--- src/rtl/mouse_regs_pkg.sv ---
// Shared definitions for the PS/2 mouse APB register block: register byte offsets,
// CTRL/STATUS bit positions and the packed CTRL register layout.
package mouse_regs_pkg;

  // Byte offsets within the 16-byte register window.
  localparam logic [3:0] POS_OFFS    = 4'h0;
  localparam logic [3:0] BTN_OFFS    = 4'h4;
  localparam logic [3:0] CTRL_OFFS   = 4'h8;
  localparam logic [3:0] STATUS_OFFS = 4'hC;

  // CTRL bit indices.
  localparam int unsigned CTRL_BTN_IRQ_EN_BIT  = 0;
  localparam int unsigned CTRL_MOVE_IRQ_EN_BIT = 1;

  // STATUS bit indices.
  localparam int unsigned STATUS_BTN_PENDING_BIT = 0;
  localparam int unsigned STATUS_MOVED_BIT       = 1;

  typedef struct packed {
    logic move_irq_en;
    logic btn_irq_en;
  } ctrl_t;

endpackage

--- src/rtl/apb_mouse_regs.sv ---
// Zero-wait-state APB3 slave exposing the mouse cursor position and sticky buttons.
//
// Ports:
//   clk_i, rstn_i       clock, asynchronous active-low reset
//   PADDR..PSLVERR      APB3 slave port (PREADY tied high)
//   x_pos_i, y_pos_i    cursor position from the mouse wrapper
//   btnm_i              sticky buttons {middle,right,left} from the mouse wrapper
//   ack_o               one-cycle pulse clearing the wrapper's sticky buttons
//   irq_o               registered level interrupt (button and/or movement)
module apb_mouse_regs
  import mouse_regs_pkg::*;
#(
  parameter int unsigned X_POS_WIDTH    = 10,
  parameter int unsigned Y_POS_WIDTH    = 9,
  parameter int unsigned APB_ADDR_WIDTH = 12
) (
  input  logic                      clk_i,
  input  logic                      rstn_i,
  input  logic [APB_ADDR_WIDTH-1:0] PADDR,
  input  logic [31:0]               PWDATA,
  input  logic                      PWRITE,
  input  logic                      PSEL,
  input  logic                      PENABLE,
  output logic [31:0]               PRDATA,
  output logic                      PREADY,
  output logic                      PSLVERR,
  input  logic [X_POS_WIDTH:0]      x_pos_i,
  input  logic [Y_POS_WIDTH:0]      y_pos_i,
  input  logic [2:0]                btnm_i,
  output logic                      ack_o,
  output logic                      irq_o
);

  if (X_POS_WIDTH + 1 > 16) begin : gen_x_width_err
    $error("apb_mouse_regs: X_POS_WIDTH+1 must not exceed 16");
  end
  if (Y_POS_WIDTH + 1 > 16) begin : gen_y_width_err
    $error("apb_mouse_regs: Y_POS_WIDTH+1 must not exceed 16");
  end
  if (APB_ADDR_WIDTH < 4) begin : gen_addr_width_err
    $error("apb_mouse_regs: APB_ADDR_WIDTH must be at least 4");
  end

  logic        access;
  logic        addr_ok;
  logic [3:0]  reg_sel;
  logic        rd_en;
  logic        wr_en;
  logic [31:0] pos_word;

  ctrl_t                ctrl_q, ctrl_d;
  logic                 moved_q, moved_d;
  logic [X_POS_WIDTH:0] prev_x_q;
  logic [Y_POS_WIDTH:0] prev_y_q;
  logic                 ack_q, ack_d;
  logic                 irq_q, irq_d;

  // Byte lanes within a word are not decoded.
  logic unused_bits;
  assign unused_bits = ^{PADDR[1:0], PWDATA[31:2]};

  assign access  = PSEL & PENABLE;
  assign reg_sel = {PADDR[3:2], 2'b00};

  // Anything above the 16-byte window is an unmapped access.
  if (APB_ADDR_WIDTH > 4) begin : gen_addr_hi
    assign addr_ok = ~|PADDR[APB_ADDR_WIDTH-1:4];
  end else begin : gen_addr_no_hi
    assign addr_ok = 1'b1;
  end

  assign rd_en = access & ~PWRITE & addr_ok;
  assign wr_en = access &  PWRITE & addr_ok;

  always_comb begin
    pos_word                      = '0;
    pos_word[X_POS_WIDTH:0]       = x_pos_i;
    pos_word[16 +: Y_POS_WIDTH+1] = y_pos_i;
  end

  // Read path: purely combinational, zero outside the access cycle.
  always_comb begin
    PRDATA  = '0;
    PSLVERR = 1'b0;
    if (access) begin
      if (!addr_ok) begin
        PSLVERR = 1'b1;
      end else if (!PWRITE) begin
        case (reg_sel)
          POS_OFFS:  PRDATA = pos_word;
          BTN_OFFS:  PRDATA = {29'b0, btnm_i};
          CTRL_OFFS: begin
            PRDATA[CTRL_BTN_IRQ_EN_BIT]  = ctrl_q.btn_irq_en;
            PRDATA[CTRL_MOVE_IRQ_EN_BIT] = ctrl_q.move_irq_en;
          end
          STATUS_OFFS: begin
            PRDATA[STATUS_BTN_PENDING_BIT] = |btnm_i;
            PRDATA[STATUS_MOVED_BIT]       = moved_q;
          end
          default: PRDATA = '0;
        endcase
      end
    end
  end

  assign PREADY = 1'b1;

  always_comb begin
    ctrl_d  = ctrl_q;
    moved_d = moved_q;
    ack_d   = rd_en && (reg_sel == BTN_OFFS);

    if (wr_en && (reg_sel == CTRL_OFFS)) begin
      ctrl_d.btn_irq_en  = PWDATA[CTRL_BTN_IRQ_EN_BIT];
      ctrl_d.move_irq_en = PWDATA[CTRL_MOVE_IRQ_EN_BIT];
    end

    if (wr_en && (reg_sel == STATUS_OFFS) && PWDATA[STATUS_MOVED_BIT]) begin
      moved_d = 1'b0;
    end
    // A fresh move overrides a coincident W1C so the event is never lost.
    if ((x_pos_i != prev_x_q) || (y_pos_i != prev_y_q)) begin
      moved_d = 1'b1;
    end

    irq_d = (ctrl_q.btn_irq_en & (|btnm_i)) | (ctrl_q.move_irq_en & moved_q);
  end

  always_ff @(posedge clk_i or negedge rstn_i) begin
    if (!rstn_i) begin
      ctrl_q   <= '0;
      moved_q  <= 1'b0;
      prev_x_q <= '0;
      prev_y_q <= '0;
      ack_q    <= 1'b0;
      irq_q    <= 1'b0;
    end else begin
      ctrl_q   <= ctrl_d;
      moved_q  <= moved_d;
      prev_x_q <= x_pos_i;
      prev_y_q <= y_pos_i;
      ack_q    <= ack_d;
      irq_q    <= irq_d;
    end
  end

  assign ack_o = ack_q;
  assign irq_o = irq_q;

endmodule

--- config.mk ---
export PLATFORM = sky130hd
export DESIGN_NAME = apb_mouse_regs
export DESIGN_NICKNAME = d
export VERILOG_FILES = /design/src/rtl/mouse_regs_pkg.sv /design/src/rtl/apb_mouse_regs.sv
export SDC_FILE = /design/constraint.sdc
export NUM_CORES = 1
export LEC_CHECK = 0
export ABC_AREA = 1
export ABC_CLOCK_PERIOD_IN_PS = 1100
export BUFFER_PORTS_ARGS = -buffer_cell sky130_fd_sc_hd__buf_2
export CAP_MARGIN = 20
export CORE_MARGIN = 1.5
export CORE_UTILIZATION = 25
export CTS_BUF_LIST = sky130_fd_sc_hd__clkbuf_4
export DETAILED_ROUTE_END_ITERATION = 12
export PLACE_DENSITY = 0.5
export SYNTH_ARGS = -nofsm -noshare
export SYNTH_HDL_FRONTEND = slang
export SYNTH_SLANG_ARGS = --single-unit
--- constraint.sdc ---
create_clock -name clk_i -period 1.1 [get_ports clk_i]
set_input_delay 0.055 -clock clk_i [delete_from_list [all_inputs] [get_ports clk_i]]
set_output_delay 0.055 -clock clk_i [all_outputs]
set_load 0.05 [all_outputs]
==> results.json, run 1 <==
{
  "synth-seq-area-share_pct": 43.0,
  "dp_cells": 357,
  "seq_power_share_pct": 52.3,
  "setup_ws_ns": -0.220,
  "die_y_um": 80.8,
  "drtIter0Drc": 19,
  "grt_setup_unrepaired": "true",
  "drive_above_1_share_pct": 38.7,
  "core_sq_mm": 0.00589,
  "placed_cell_area_sq_mm": 0.00202,
  "ff2ff_path_depth": 6,
  "total_power_mw": 1.94,
  "syn_area_sq_mm": 0.00151,
  "r2r_end": "moved_q",
  "root_buffer": "clkbuf_4",
  "post-route-period-util_pct": 120,
  "die_area_sq_mm": 0.00653,
  "fin_cells": 390,
  "vias": 1534,
  "synth_cell_types": 21,
  "clockPowerShare_pct": 21.4,
  "status": "finished with violations",
  "fmax_mhz": 757,
  "rows": 28,
  "yosysTopAreaCell": "dfrtp_1",
  "cts_made_buffers": 3,
  "final_util_pct": 45.0,
  "ys_ff_latch": 26,
  "route.detailed.drc": 0,
  "first_pass_iters": 4,
  "synthTopCellsByArea": "dfrtp_1 43%, nand2_1 15%, inv_1 11%",
  "p_int_mw": 1.33,
  "fin_crit_ns": 1.32,
  "stdcell_area_sq_mm": 0.00265,
  "grt_usage_pct": 12.5,
  "place.port_buffers": 64,
  "dpl.hpwl_um": 2740,
  "syn_area_per_cell_sq_um": 7.20,
  "gp_congestion": 0.716,
  "wire_per_inst_um": 9.92,
  "totalWireLength_um": 3870,
  "leakagePower_nw": 1.38,
  "hold_class": "in2reg",
  "dp_slack_ns": -0.205,
  "slew_violations": 0,
  "swShare_pct": 31.3,
  "p_sw_mw": 0.606,
  "path_clk_slew_ns": 0.14,
  "violations": "negative setup slack",
  "worstSkewPairLatency_ns": 0.32,
  "arrival_ns": 1.27,
  "grt_pass1_wl_um": 6290,
  "ioPinCount": 109,
  "endpoint": "PRDATA[1]",
  "clock_path_buffers": 2,
  "skew_ns": 0.00296,
  "cp_max_fo": 3,
  "cts.sinks": 26,
  "antenna_found_initial": 0,
  "regArea_sq_um": 651,
  "n_antenna_cell": 0,
  "r2r_slack_ns": 0.06,
  "num-fill-cells": 597,
  "htree_levels": 1,
  "worst-setup-path-type": "reg2out",
  "ir_drop_mv": 0.357,
  "crit_start": "ctrl_q[1]",
  "critPathCaptureType": "output pin",
  "final_nets": 389,
  "initial_core_util_pct": 25.7,
  "grt_max_degree": 27,
  "antenna_left": 0,
  "syn_to_final_growth_pct": 74.9,
  "timing.final.setup_violations": 21,
  "drv_cap": 0,
  "multiInputGateArea_sq_um": 817,
  "via_per_inst": 3.93,
  "cts_tree": "built",
  "powerDensity_mw_per_mm2": 732,
  "synth_top_area_share_pct": 43.0,
  "synthCells": 210,
  "cp.required_ns": 1.04,
  "start_kind": "flip-flop",
  "grt_overflow": 0,
  "hold_violations": 0,
  "die_w_um": 80.8,
  "timing.rr.start": "prev_x_q[9]",
  "synth-warning-count": 0,
  "combPwrFrac_pct": 26.3,
  "grt_pass1_vias": 1479
}
through the flow:
stage / TNS, ns / hold slack [ns]
after floorplan: -1.41 / -0.241
after global placement: -2.47 / 0.0787
after detailed placement: -3.26 / 0.0762
after CTS: -1.67 / 0.0205
after global routing: -2.48 / 0.0323
final: -1.20 / 0.0423
placed cells by master (no fill, tap or decap), drive strengths merged:
cell          n
xor2          1
nand3b        2
dlygate4sd3  25
nand4         2
nand2        61
o22a          1
o21ai         5
inv          43
a21oi         3
conb         12
nand3         3
a22o          1
dfrtp        26
o22ai         2
xnor2         3
buf          78
nor2         40
clkinv        1
clkbuf        4
nor3          2
area by class of cell:
| cell class | count | share of cell area [%] |
|---|---|---|
| sequential | 26 | 24.6 |
| inverter | 43 | 6.10 |
| timing repair buffer | 104 | 33.9 |
| clock buffer | 3 | 0.851 |
| clock inverter | 1 | 0.142 |
| multi-input combinational | 138 | 30.9 |
| tap | 75 | 3.55 |
critical path, stage by stage, from the launching register on:
cell	delay, ns
dfrtp_1	0.38
inv_1	0.13
o22ai_4	0.10
a21oi_2	0.12
a21oi_2	0.07
buf_6	0.15
synth_stat cells, drive strengths merged:
cell type and count:
nand2 61, inv 43, nor2 40, dfrtp 26, buf 13, o21ai 5
a21oi 3, nand3 3, xnor2 3, conb 2, nand3b 2, nand4 2
nor3 2, o22ai 2, a22o 1, o22a 1, xor2 1
state kept, by name (all words and copies together) (netlist names):
register	count
prev_y_q	10
ctrl_q	2
moved_q	1
prev_x_q	11
ack_o	1
irq_o	1
how the worst min path moves through the flow:
| stage | start | endpoint | slack (ns) | cells after the start |
|---|---|---|---|---|
| 4_1_cts | PADDR[2] | ack_o | 0.02 | 3 |
| 2_1_floorplan | rstn_i | ack_o | -0.24 | 0 |
| 3_5_place_dp | rstn_i | prev_x_q[7] | 0.08 | 2 |
| 3_3_place_gp | rstn_i | prev_x_q[7] | 0.08 | 2 |
| 5_1_grt | PADDR[2] | ack_o | 0.03 | 3 |
| 6_report | PADDR[2] | ack_o | 0.04 | 3 |
kinds of logic (layout without fill, tap and decap cells):
| logic type | after synthesis | in the layout | synth area share (%) |
|---|---|---|---|
| and+or+nand+nor | 110 | 110 | 32.2 |
| buffers and inverters | 56 | 151 | 17.4 |
| DFF | 26 | 26 | 43.0 |
| AOI/OAI and AO/OA | 12 | 12 | 4.63 |
| xor gates and xnor gates | 4 | 4 | 2.32 |
| other | 2 | 12 | 0.496 |
power by group through the flow:
stage / clock network [mW] / registers [mW] / logic, mW
finish: 0.415 / 1.01 / 0.508
CTS: 0.454 / 1.01 / 0.490
global route: 0.473 / 1.02 / 0.564
floorplan: 0 / 1.03 / 0.277
detailed placement: 0 / 1.03 / 0.401
global placement: 0 / 1.03 / 0.398
timing repair:
action,in CTS,in global routing
gates resized for setup,72,20
gates cloned,1,0
endpoints found under the setup margin,22,22
pin swaps,4,6
hold buffers,25,0
endpoints found under the hold margin,50,0
setup buffers,3,0
per-layer routing:
layer	vias to the layer above	part of all wire, %	GRT usage [%]
met2	51	51	23.0
met3	2	4.9	1.80
met5	-	0	0
met1	680	44	14.9
li1	801	-	-
met4	0	0.39	3.62
No activity file was read; power rests on OpenSTA's default activity.
==> inputs of run 2 (changes only) <==
--- a/config.mk
+++ b/config.mk
@@ -10,10 +10,10 @@
 export BUFFER_PORTS_ARGS = -buffer_cell sky130_fd_sc_hd__buf_2
 export CAP_MARGIN = 20
 export CORE_MARGIN = 1.5
-export CORE_UTILIZATION = 25
+export CORE_UTILIZATION = 42
 export CTS_BUF_LIST = sky130_fd_sc_hd__clkbuf_4
 export DETAILED_ROUTE_END_ITERATION = 12
-export PLACE_DENSITY = 0.5
+export PLACE_DENSITY = 0.78
 export SYNTH_ARGS = -nofsm -noshare
 export SYNTH_HDL_FRONTEND = slang
 export SYNTH_SLANG_ARGS = --single-unit
==> run 2 against run 1 <==
The run ends with negative hold slack, negative setup slack left. Die area decreased by 39%. Worst setup slack worse by 0.073 ns. Global-route usage grew 10 points. Critical path depth unchanged. Combinational power grew 2%. Register-to-register slack hardly changed. Fmax shrank 5.2%. Largest cell class unchanged. Largest power group unchanged.
==> results.json, run 2 (synthesized netlist as in run 1, its figures left out) <==
{
  "status": "finished with violations",
  "violations": "negative hold slack, negative setup slack",
  "htree_levels": 1,
  "layout_commonest_cell": "nand2_1",
  "cts_made_buffers": 3,
  "route.detailed.drc": 0,
  "fmax_mhz": 718,
  "first_pass_iters": 4,
  "start_kind": "flip-flop",
  "cp_top_family": "flip-flops",
  "cp_max_fo": 2,
  "cp.required_ns": 1.04,
  "rows": 21,
  "die_area_sq_mm": 0.00397,
  "powerDensity_mw_per_mm2": 727,
  "whs_path_depth": 1,
  "setup_ws_ns": -0.293,
  "gp_congestion": 0.723,
  "drtIter0Drc": 51,
  "holdWs_ns": -0.0125,
  "drive_above_1_share_pct": 39.2,
  "syn_to_final_growth_pct": 76.7,
  "worstSkewPairLatency_ns": 0.31,
  "initial_core_util_pct": 44.6,
  "grt_usage_pct": 22.5,
  "die_w_um": 63.0,
  "cpMostUsedCell": "a21oi_2",
  "die_y_um": 63.0,
  "hold_violations": 1,
  "mostFrequentLayoutCells": "58 x nand2_1, 38 x inv_1, 33 x buf_2",
  "worst_pin_slew_ns": 0.585,
  "hold_start": "x_pos_i[10]",
  "skew_ns": 0.00652,
  "slew_violations": 0,
  "hold_class": "in2reg",
  "stdcell_area_sq_mm": 0.00267,
  "r2r_end": "moved_q",
  "clock_path_buffers": 2,
  "cp_num_buf_inv": 2,
  "antenna_left": 0,
  "drv_cap": 0,
  "worst_hold_path.endpoint": "prev_x_q[10]",
  "cpPeakStageDelay_ns": 0.39,
  "post-route-period-util_pct": 127,
  "antenna_found_initial": 0,
  "root_buffer": "clkbuf_4",
  "fin_crit_ns": 1.39,
  "core_sq_mm": 0.00339,
  "layout_top_registers": "prev_x_q: 11 flops, prev_y_q: 10 flops, ctrl_q: 2 flops",
  "n_antenna_cell": 0,
  "ff2ff_path_depth": 7,
  "grt_pass1_vias": 1624,
  "ir_drop_mv": 0.431,
  "wire_per_inst_um": 12.4,
  "place.port_buffers": 64,
  "max_slew_margin_pct": 61.0,
  "grt_pass1_wl_um": 7010,
  "totalWireLength_um": 4420,
  "critPathCaptureType": "output pin",
  "worst-setup-path-type": "reg2out",
  "vias": 1606,
  "grt_overflow": 0,
  "crit_chain": "inv_2, o22ai_4, a21oi_2, a21oi_2, buf_6",
  "path_clk_slew_ns": 0.14,
  "grt_max_degree": 27,
  "arrival_ns": 1.34,
  "placed_cell_area_sq_mm": 0.00194,
  "cts_tree": "built",
  "dpl.hpwl_um": 2460,
  "dp_cells": 323,
  "timing.rr.start": "prev_x_q[9]",
  "crit_cells": 5,
  "final_nets": 385,
  "r2r_slack_ns": 0.05,
  "via_per_inst": 4.50,
  "grt_setup_unrepaired": "true",
  "largest_reg_flops": 11,
  "regMostFlops": "prev_x_q",
  "ioPinCount": 109,
  "fin_cells": 357,
  "leakagePower_nw": 1.42,
  "cts.sinks": 26,
  "slowest_stage": "dfrtp_1",
  "timing.final.setup_violations": 21
}
run 2: cell count changes in the layout (fill, tap and decap cells not counted), moves of 3 or more:
cell,change
buf_2,-6
buf_6,+4
buf_16,+3
buf_4,-3
dlygate4sd3_1,-3
dlymetal6s4s_1,+3
o21ai_0,-3
run 2: stage by stage:
step / setup TNS [ns] / setup WS (ns) / util (%) / total power, mW
floorplan: -1.41 / -0.162 / - / 1.31
global placement: -2.07 / -0.142 / 57.4 / 1.41
detailed placement: -2.84 / -0.189 / 57.4 / 1.42
CTS: -2.44 / -0.270 / 76.1 / 1.91
global route: -4.65 / -0.366 / 78.8 / 2.05
finish: -3.85 / -0.293 / 78.8 / 1.94
run 2: worst register-to-register path, cell delays in order, from the launching register on:
cell and delay (ns):
dfrtp_1 0.38, inv_1 0.05, nand2_1 0.06, o21ai_2 0.05, nor2_1 0.11, nand2_1 0.08, nor2_2 0.11, nand4_1 0.09
run 2: timing repair:
action / CTS / global route
setup buffers: 4 / 2
endpoints found under the hold margin: 50 / 0
gates cloned: 3 / 0
hold buffers: 25 / 0
resized for setup: 67 / 33
setup endpoints to repair: 21 / 22
pin swaps: 12 / 14
run 2: worst max-delay path by stage:
| stage | slack [ns] | start | end |
|---|---|---|---|
| 2_1_floorplan | -0.16 | PADDR[11] | PRDATA[25] |
| 3_3_place_gp | -0.14 | PADDR[11] | PRDATA[0] |
| 3_5_place_dp | -0.19 | PADDR[11] | PRDATA[1] |
| 4_1_cts | -0.27 | moved_q | PRDATA[1] |
| 5_1_grt | -0.37 | moved_q | PRDATA[1] |
| 6_report | -0.29 | moved_q | PRDATA[1] |
run 2: layout make-up:
class	instances	area, sq um
sequential	26	651
multi-input combinational	138	832
clock buffer	3	22.5
clock inverter	1	3.75
inverter	43	161
fill	228	717
timing repair buffer	100	945
tap	46	57.6
run 2: metal layers:
layer	part of all wire, %	wire length [um]	global-route usage [%]	vias to the layer above
li1	-	-	-	798
met2	58	2560	43.2	60
met3	4.4	194	3.06	8
met5	0	0	0	-
met1	36	1570	24.5	740
met4	2.0	89	9.17	0
run 2: power by group:
part	leakage [nW]	total, mW	switching, mW	internal (mW)
registers	0.294	1.02	0.0212	0.995
clock network	0.0154	0.407	0.275	0.133
logic	1.11	0.518	0.317	0.201
total	1.42	1.94	0.613	1.33
==> inputs of run 3 (changes only) <==
--- a/config.mk
+++ b/config.mk
@@ -9,11 +9,13 @@
 export ABC_CLOCK_PERIOD_IN_PS = 1100
 export BUFFER_PORTS_ARGS = -buffer_cell sky130_fd_sc_hd__buf_2
 export CAP_MARGIN = 20
+export CORE_ASPECT_RATIO = 1.5
 export CORE_MARGIN = 1.5
 export CORE_UTILIZATION = 42
 export CTS_BUF_LIST = sky130_fd_sc_hd__clkbuf_4
 export DETAILED_ROUTE_END_ITERATION = 12
 export PLACE_DENSITY = 0.78
+export SETUP_SLACK_MARGIN = 0.3
 export SYNTH_ARGS = -nofsm -noshare
 export SYNTH_HDL_FRONTEND = slang
 export SYNTH_SLANG_ARGS = --single-unit
==> run 3 against run 2 <==
The flow finishes with violations (negative setup slack). Sequential share of layout area rose by 0.37 points. Design area fell by 1.5%. First-iteration DRC count fell by 57%. Die area rose by 0.18%.
==> results.json, run 3 (synthesized netlist as in run 1, its figures left out) <==
{
  "clock_path_buffers": 2,
  "root_buffer": "clkbuf_4",
  "antenna_found_initial": 0,
  "worstSkewPairLatency_ns": 0.30,
  "die_area_sq_mm": 0.00398,
  "place.port_buffers": 64,
  "leakagePower_nw": 1.37,
  "setup_ws_ns": -0.231,
  "num-fill-cells": 243,
  "ir_drop_mv": 0.673,
  "combPwrFrac_pct": 26.8,
  "via_per_inst": 4.56,
  "multiInputGateArea_sq_um": 842,
  "cts_tree": "built",
  "drtIter0Drc": 22,
  "cts_made_buffers": 3,
  "slew_violations": 0,
  "holdWs_ns": 0.0380,
  "status": "finished with violations",
  "post-route-period-util_pct": 121,
  "final_nets": 384,
  "mostFrequentLayoutCells": "57 x nand2_1, 40 x inv_1, 35 x buf_2",
  "largest_reg_flops": 11,
  "route.detailed.drc": 0,
  "swShare_pct": 30.7,
  "seq_power_share_pct": 53.0,
  "gp_congestion": 0.740,
  "violations": "negative setup slack",
  "path_clk_slew_ns": 0.13,
  "regArea_sq_um": 651,
  "n_antenna_cell": 0,
  "fmax_mhz": 751,
  "wire_per_inst_um": 12.2,
  "p_sw_mw": 0.588,
  "layout_commonest_cell": "nand2_1",
  "fin_crit_ns": 1.33,
  "first_pass_iters": 4,
  "grt_pass1_vias": 1553,
  "grt_usage_pct": 21.1,
  "antenna_left": 0,
  "rows": 26,
  "p_int_mw": 1.33,
  "vias": 1601,
  "max_slew_margin_pct": 61.9,
  "grt_setup_unrepaired": "true",
  "drv_cap": 0,
  "drive_above_1_share_pct": 38.2,
  "clockPowerShare_pct": 20.1,
  "final_util_pct": 77.1,
  "finalSetupTns_ns": -1.87,
  "dp_cells": 322,
  "grt_max_degree": 27,
  "critPathCaptureType": "output pin",
  "initial_core_util_pct": 44.3,
  "totalWireLength_um": 4280,
  "hold_violations": 0,
  "die_y_um": 76.5,
  "fin_cells": 351,
  "hold_class": "in2reg",
  "layout_top_registers": "prev_x_q: 11 flops, prev_y_q: 10 flops, ctrl_q: 2 flops",
  "core_sq_mm": 0.00342,
  "cp.required_ns": 1.04,
  "cp_max_fo": 2,
  "start_kind": "flip-flop",
  "dpl.hpwl_um": 2680,
  "die_w_um": 52,
  "grt_overflow": 0,
  "timing.final.setup_violations": 21,
  "syn_to_final_growth_pct": 74.0,
  "worst-setup-path-type": "reg2out",
  "powerDensity_mw_per_mm2": 727,
  "worst_pin_slew_ns": 0.571,
  "arrival_ns": 1.28,
  "cts.sinks": 26,
  "grt_pass1_wl_um": 6400,
  "htree_levels": 1,
  "ioPinCount": 109,
  "skew_ns": 0.00283,
  "regMostFlops": "prev_x_q"
}
-- run 3: power by group through the flow --
stage                     Clock, mW  Sequential [mW]  Combinational (mW)
after floorplan                   0             1.03               0.286
after global placement            0             1.03               0.397
after detailed placement          0             1.03               0.405
after CTS                     0.398             1.01               0.495
after global routing          0.432             1.02               0.561
final                         0.385             1.02               0.514
-- run 3: cell type report --
class                           count  share of cell area [%]
Clock buffer                        3                   0.856
Inverter                           43                    6.13
Multi-Input combinational cell    138                    32.0
Sequential cell                    26                    24.7
Tap cell                           42                    2.00
Timing Repair Buffer               99                    34.3
-- run 3: metal layers --
metal | vias up | wire length [um] | GRT usage, %
li1 | 793 | - | -
met1 | 736 | 1420 | 22.0
met2 | 62 | 2570 | 40.5
met3 | 10 | 178 | 2.35
met4 | 0 | 105 | 7.89
met5 | - | 0 | 0
-- run 3: critical path, cell delays in order, from the launching register on --
cell	delay, ns
dfrtp_1	0.39
inv_2	0.05
o22ai_2	0.17
a21oi_2	0.07
a21oi_4	0.12
buf_6	0.17
-- run 3: final timing paths --
path,slack [ns],to,startpoint,depth (start not counted)
min in group asynchronous,0.26,prev_y_q[5],rstn_i,2
max reg2reg,0.08,moved_q,prev_x_q[4],5
min,0.04,ack_o,PADDR[2],3
max in group asynchronous,0.46,prev_x_q[3],rstn_i,2
max,-0.23,PRDATA[1],moved_q,5
min reg2reg,0.55,moved_q,moved_q,2
-- run 3: metrics by stage --
stage	area (sq um)	total power, mW	setup slack (ns)
2_1_floorplan	1670	1.32	-0.0244
3_3_place_gp	2020	1.43	-0.113
3_5_place_dp	2020	1.44	-0.137
4_1_cts	2500	1.91	-0.229
5_1_grt	2630	2.01	-0.288
6_report	2630	1.91	-0.231
-- run 3: timing repair --
action,4_1_cts,5_1_grt
setup endpoints to repair,25,27
hold buffers,24,0
pin swaps,7,9
gates resized for setup,67,24
cloned,0,1
hold endpoints to repair,49,0
buffers inserted,0,1
